--- src/rtl/psum_axis_pkg.sv ---
// Shared types and helpers for the systolic-array result drain (psum_axis_tx).
package psum_axis_pkg;

    typedef enum logic {
        IDLE = 1'b0,
        SEND = 1'b1
    } tx_state_t;

    localparam int PSUM_W = 16;

    // Width of the beat counter: enough to index COLS/2 two-column beats.
    function automatic int beat_w(input int cols);
        return (cols / 2 <= 1) ? 1 : $clog2(cols / 2);
    endfunction

endpackage

--- src/rtl/psum_col_fifo.sv ---
// Per-column result FIFO: PSUM_W x DEPTH, extra pointer bit distinguishes full/empty.
// A push into a full FIFO is accepted only when the same cycle pops it.
module psum_col_fifo
    import psum_axis_pkg::*;
#(
    parameter int DEPTH = 4
) (
    input  logic              clk,
    input  logic              rst_n,
    input  logic              push,
    input  logic [PSUM_W-1:0] din,
    input  logic              pop,
    output logic              full,
    output logic              empty,
    output logic [PSUM_W-1:0] head
);

    localparam int AW = $clog2(DEPTH);

    logic [PSUM_W-1:0] mem [DEPTH];
    logic [AW:0]       wr_ptr;
    logic [AW:0]       rd_ptr;
    logic              do_push;
    logic              do_pop;

    assign empty   = (wr_ptr == rd_ptr);
    assign full    = (wr_ptr[AW] != rd_ptr[AW]) && (wr_ptr[AW-1:0] == rd_ptr[AW-1:0]);
    assign do_pop  = pop && !empty;
    assign do_push = push && (!full || do_pop);
    assign head    = mem[rd_ptr[AW-1:0]];

    // Pointer update; reset empties the FIFO.
    always_ff @(posedge clk or negedge rst_n) begin
        if (!rst_n) begin
            wr_ptr <= '0;
            rd_ptr <= '0;
        end else begin
            if (do_push) wr_ptr <= wr_ptr + 1'b1;
            if (do_pop)  rd_ptr <= rd_ptr + 1'b1;
        end
    end

    // Storage write; data needs no reset because pointers gate visibility.
    always_ff @(posedge clk) begin
        if (do_push) mem[wr_ptr[AW-1:0]] <= din;
    end

endmodule

--- src/rtl/psum_axis_tx.sv ---
// Systolic-array output drain: buffers column-skewed partial sums per column,
// reassembles one vector per row-pass and sends it as an AXI4-Stream packet,
// two 16-bit sums per 32-bit beat.
module psum_axis_tx
    import psum_axis_pkg::*;
#(
    parameter int COLS  = 32,
    parameter int DEPTH = 4
) (
    input  logic                     clk,
    input  logic                     rst_n,
    input  logic [COLS*PSUM_W-1:0]   partialsum_in,
    input  logic [COLS-1:0]          partialsum_in_valid,
    input  logic [$clog2(COLS)-1:0]  last_col,
    output logic [31:0]              m_axis_tdata,
    output logic [3:0]               m_axis_tkeep,
    output logic                     m_axis_tlast,
    output logic                     m_axis_tvalid,
    input  logic                     m_axis_tready,
    output logic                     overflow
);

    localparam int CW = $clog2(COLS);
    localparam int BW = beat_w(COLS);

    tx_state_t         state_q, state_d;
    logic [CW-1:0]     l_q;
    logic [BW-1:0]     beat_q;
    logic [BW-1:0]     last_idx;
    logic              on_last;
    logic              fire;
    logic              fire_last;
    logic              complete;
    logic              drop;
    logic [COLS-1:0]   col_en;
    logic [COLS-1:0]   pop_en;
    logic [COLS-1:0]   push_req;
    logic [COLS-1:0]   pop;
    logic [COLS-1:0]   full;
    logic [COLS-1:0]   empty;
    logic [PSUM_W-1:0] head [COLS];
    logic [BW:0]       lo_idx;
    logic [BW:0]       hi_idx;

    for (genvar j = 0; j < COLS; j++) begin : g_col
        // Push gating follows the live last_col; popping follows the latched L.
        assign col_en[j]   = (CW'(j) <= last_col);
        assign pop_en[j]   = (CW'(j) <= l_q);
        assign push_req[j] = partialsum_in_valid[j] && col_en[j];
        assign pop[j]      = fire_last && pop_en[j];

        psum_col_fifo #(.DEPTH(DEPTH)) u_fifo (
            .clk   (clk),
            .rst_n (rst_n),
            .push  (push_req[j]),
            .din   (partialsum_in[j*PSUM_W +: PSUM_W]),
            .pop   (pop[j]),
            .full  (full[j]),
            .empty (empty[j]),
            .head  (head[j])
        );
    end

    // N-1 = floor(L/2): the beat index carrying column L.
    assign last_idx  = BW'(l_q >> 1);
    assign on_last   = (beat_q == last_idx);
    assign fire      = (state_q == SEND) && m_axis_tready;
    assign fire_last = fire && on_last;
    assign complete  = ((empty & col_en) == '0);
    assign drop      = |(push_req & full & ~pop);
    assign lo_idx    = {beat_q, 1'b0};
    assign hi_idx    = {beat_q, 1'b1};

    // FSM state register.
    always_ff @(posedge clk or negedge rst_n) begin
        if (!rst_n) state_q <= IDLE;
        else        state_q <= state_d;
    end

    // FSM next state: start when every active column holds a result, finish on the last handshake.
    always_comb begin
        state_d = state_q;
        case (state_q)
            IDLE:    if (complete)  state_d = SEND;
            SEND:    if (fire_last) state_d = IDLE;
            default: state_d = IDLE;
        endcase
    end

    // Packet bookkeeping: latch L at packet start, advance the beat on each handshake.
    always_ff @(posedge clk or negedge rst_n) begin
        if (!rst_n) begin
            l_q    <= '0;
            beat_q <= '0;
        end else if (state_q == IDLE && complete) begin
            l_q    <= last_col;
            beat_q <= '0;
        end else if (fire) begin
            beat_q <= on_last ? '0 : beat_q + 1'b1;
        end
    end

    // Output mux: heads of the column pair for the current beat; odd tail half-beat masked.
    always_comb begin
        m_axis_tvalid = 1'b0;
        m_axis_tlast  = 1'b0;
        m_axis_tkeep  = 4'h0;
        m_axis_tdata  = 32'h0;
        if (state_q == SEND) begin
            m_axis_tvalid = 1'b1;
            m_axis_tlast  = on_last;
            if (on_last && !l_q[0]) begin
                m_axis_tkeep = 4'b0011;
                m_axis_tdata = {16'h0, head[lo_idx]};
            end else begin
                m_axis_tkeep = 4'b1111;
                m_axis_tdata = {head[hi_idx], head[lo_idx]};
            end
        end
    end

    // Sticky drop flag, cleared only by reset.
    always_ff @(posedge clk or negedge rst_n) begin
        if (!rst_n)    overflow <= 1'b0;
        else if (drop) overflow <= 1'b1;
    end

endmodule
--- config.mk ---
export PLATFORM = sky130hd
export DESIGN_NAME = psum_axis_tx
export DESIGN_NICKNAME = d
export VERILOG_FILES = /design/src/rtl/psum_axis_pkg.sv /design/src/rtl/psum_col_fifo.sv /design/src/rtl/psum_axis_tx.sv
export SDC_FILE = /design/constraint.sdc
export NUM_CORES = 2
export LEC_CHECK = 0
export CAP_MARGIN = 10
export CORE_ASPECT_RATIO = 2
export CORE_MARGIN = 2
export CORE_UTILIZATION = 43
export CTS_CLUSTER_DIAMETER = 120
export DETAILED_ROUTE_END_ITERATION = 7
export PLACE_DENSITY_LB_ADDON = 0.1
export SETUP_SLACK_MARGIN = 0.05
export SYNTH_ARGS = -nofsm -noshare
export SYNTH_HDL_FRONTEND = slang
export SYNTH_SLANG_ARGS = --single-unit
--- constraint.sdc ---
create_clock -name clk -period 3.1 [get_ports clk]
set_input_delay 0.775 -clock clk [delete_from_list [all_inputs] [get_ports clk]]
set_output_delay 0.775 -clock clk [all_outputs]
set_load 0.005 [all_outputs]
==> out/metrics.yaml <==
floorplanning:
  die_height_um: 655.5
  fp.coreArea_mm2: 0.2114
  pin_count: 591
  initial_utilization_pct: 43.17
  die_w_um: 329.8
  rows: 239
  dieArea_mm2: 0.2162
clock_tree:
  path_clk_slew_ns: 0.06
  cts_max_level: 4
  cts_buffers: 206
  insertion_delay_ns: 0.88
  cts_tree: "built"
  cts.sinks: 2251
  cts.path.max_buffers: 4
  root_buffer: "clkbuf_16"
hold_path:
  min_path_type: "input port to async pin"
power:
  p_sw_mw: 29.35
  p_leak_nw: 39.13
  powerDensity_mw_per_mm2: 827.8
  p_clk_share_pct: 26.6
  ir_drop_mv: 0.6677
  comb_power_share_pct: 32.6
  sw_frac_of_total_pct: 30.71
  seq_power_share_pct: 40.8
  power.internal_mw: 66.22
  power.total_mw: 95.57
cells_and_area:
  fin_cells: 8517
  drive_gt1_share_pct: 32.11
  fillers: 16354
  area_growth_pct: 26.49
  finalNetCount: 6247
setup_path:
  cp-startpoint: "g_col[27].u_fifo.rd_ptr[0]"
  crit_fanout: 6
  cp_common_cell: "mux4_2"
  crit_chain: "clkbuf_16, buf_6, mux4_2, mux4_2, mux4_2, nor2b_4, buf_6"
  cp_slowest_cell: "mux4_2"
  critPathLaunchType: "register"
  max_stage_delay_ns: 0.65
  cp.required_ns: 2.32
  worstPathArrival_ns: 3.58
  r2r-start: "beat_q[0]"
  end_kind: "output port"
  critPathBufInv: 3
  critical-path-top-delay-family: "multiplexers"
  criticalPathCategory: "register to output port"
sta:
  setup_tns_ns: -222.83
  layout_setup_ws_ns: -1.257
  setup_viol: 1403
  finClkSkew_ns: 0.03572
  tightest_slew_ns: 0.7234
  fmax_ghz: 0.2295
  maxSlewViolCount: 0
  slew_headroom_pct: 51.33
  hold_slack_ns: 0.4517
  finalCritPeriodShare_pct: 140.5
  post-route-min-period_ns: 4.357
  hold_viol: 0
  rsz0062_at_grt: "true"
global_routing:
  met1_usage_pct: 29.71
  antenna_found_initial: 82
  grt_pass1_wl_mm: 400.4
  grt_pass1_vias: 50046
  busiest_layer: "met2"
  grt_max_degree: 58
  grt_remaining_overflow: 0
  met2_usage_pct: 50.72
  groute.usage.overall_pct: 27.20
  grt_use_met3_pct: 4.623
logic_synthesis:
  ys.flop_type: "edfxtp_1"
  syn_avg_cell_area_um2: 21.47
  async_reset_ff_share_pct: 9.018
  synth_nets: 4963
  synth_top_area_share_pct: 67.38
  ys_seq_area_share_pct: 72.95
  yosys.area.top_type: "edfxtp_1"
  ys_ff_latch: 2251
  synth.distinct_cells: 74
  synth_area_mm2: 0.09127
  synth_area_leaders: "edfxtp_1 67%, mux4_2 16%, dfrtp_1 5.6%"
  synth-edff-count: 2048
  synth_cells: 4250
  synth_warnings: 0
placed_design:
  hpwlAfterDp_mm: 219.1
  place_inst: 7951
  numPortBuffers: 590
  place_congestion: 0.8791
run_status:
  violations: "negative setup slack"
  status: "finished with violations"
routing:
  drtIter0Drc: 4282
  first_pass_iters: 5
  wl_per_cell_um: 34.54
  ant_nets: 0
  vias: 47530
  drc_errors: 0
  drt-total-wl_mm: 294.2
  routed_via_density: 5.581
flow_run:
  cap_violations: 0
==> kinds of logic after synthesis <==
kind of cell | share of synthesized area [%]
AO/OA/AOI/OAI | 0.9912
XOR/XNOR | 2.257
adder cells (fa/ha/maj) | 2.207
buffers and inverters | 1.579
flip-flops | 72.95
multiplexers | 17.08
AND/OR/NAND/NOR | 2.939
==> cell usage after synthesis, types with 5 or more instances <==
master	number
xor2_1	82
mux4_2	668
a31oi_1	12
dfrtp_1	203
nand4_1	14
nor2b_1	21
buf_1	11
o21ai_0	52
xnor2_1	142
o211ai_1	6
a21o_1	6
nand2_1	115
nand2b_1	19
nor3_1	8
mux2_4	5
edfxtp_1	2048
xor2_2	6
mux2_2	32
and2_1	151
nand3_1	41
and3_1	14
and3b_1	6
inv_1	72
clkbuf_1	75
nor2_1	57
ha_1	161
a21oi_1	20
nand3b_1	10
a211oi_1	6
buf_2	47
buf_6	19
nor3b_1	5
or2_2	6
or3_1	6
buf_4	34
==> layout make-up <==
class / count / area (um^2) / area share (%)
antenna: 44 / 110.1 / 0.09537
clock buffer: 279 / 5657 / 4.900
clock inverter: 97 / 925.9 / 0.8020
inverter: 73 / 279.0 / 0.2417
multi-input combinational: 1732 / 23650 / 20.48
sequential: 2251 / 66600 / 57.69
tap: 2771 / 3467 / 3.003
timing repair buffer: 1270 / 14770 / 12.79
==> layer usage <==
| layer | routed length, um | vias to the layer above |
|---|---|---|
| met5 | 300 | - |
| met4 | 15390 | 44 |
| met3 | 17490 | 471 |
| met2 | 162200 | 1636 |
| met1 | 98810 | 25421 |
| li1 | - | 19958 |
==> flip-flops by register name (all words and copies together), names as in the netlist <==
register / count
overflow: 1
g_col.u_fifo.rd_ptr: 96
g_col.u_fifo.mem: 2048
l_q: 5
state_q: 1
g_col.u_fifo.wr_ptr: 96
beat_q: 4
==> stage by stage <==
| step | setup WS, ns | utilization, % | area [um^2] |
|---|---|---|---|
| 3_3_place_gp | -0.6834 | 50.31 | 106400 |
| 3_5_place_dp | -0.6898 | 50.31 | 106400 |
| 6_report | -1.257 | 54.61 | 115400 |
| 2_1_floorplan | 0.05398 | - | 91360 |
| 4_1_cts | -1.367 | 54.31 | 114800 |
| 5_1_grt | -1.313 | 54.57 | 115400 |
==> worst paths after layout <==
kind	endpoint	slack, ns	cells past startpoint
max	m_axis_tdata[27]	-1.26	7
min	g_col[3].u_fifo.wr_ptr[1]	0.45	2
max reg2reg	g_col[20].u_fifo.mem[3][10]	-0.27	16
min reg2reg	g_col[0].u_fifo.wr_ptr[2]	0.48	1
max in group asynchronous	g_col[14].u_fifo.rd_ptr[0]	1.73	3
min in group clk	g_col[0].u_fifo.wr_ptr[2]	0.48	1
==> what timing repair did <==
action,CTS,global route
hold buffers,1,0
pin swaps,37,16
endpoints found under the setup margin,1367,1630
cloned,23,6
buffers inserted,92,28
endpoints found under the hold margin,48,0
gates resized for setup,319,61
==> worst register-to-register path, cell delays in order (launching register included) <==
cell and delay (ns):
dfrtp_4 0.52, buf_12 0.18, buf_6 0.12, buf_8 0.12, xor2_4 0.18, buf_6 0.14, buf_6 0.11, buf_6 0.11
nor4_4 0.38, buf_12 0.18, o21ai_4 0.09, buf_6 0.14, a21oi_2 0.14, buf_6 0.17, and2_4 0.25, buf_12 0.13
buf_16 0.15
==> cell usage in the layout, fill, tap and decap left out, types with 113 or more instances in the layout <==
cell type	instances
dfrtp_1	193
mux4_2	668
clkdlybuf4s50_1	554
edfxtp_1	2048
nand2_1	113
clkbuf_16	220
buf_12	244
ha_1	161
xnor2_1	142
buf_4	356
==> power by group through the flow <==
stage / sequential (mW) / clock (mW) / combinational, mW
floorplan: 39.0 / 0 / 14.8
global placement: 39.5 / 0 / 29.3
detailed placement: 39.7 / 0 / 29.5
CTS: 39.0 / 25.8 / 31.2
global route: 39.3 / 26.8 / 32.6
finish: 39.0 / 25.4 / 31.2
Power figures use the tool's default switching activity.
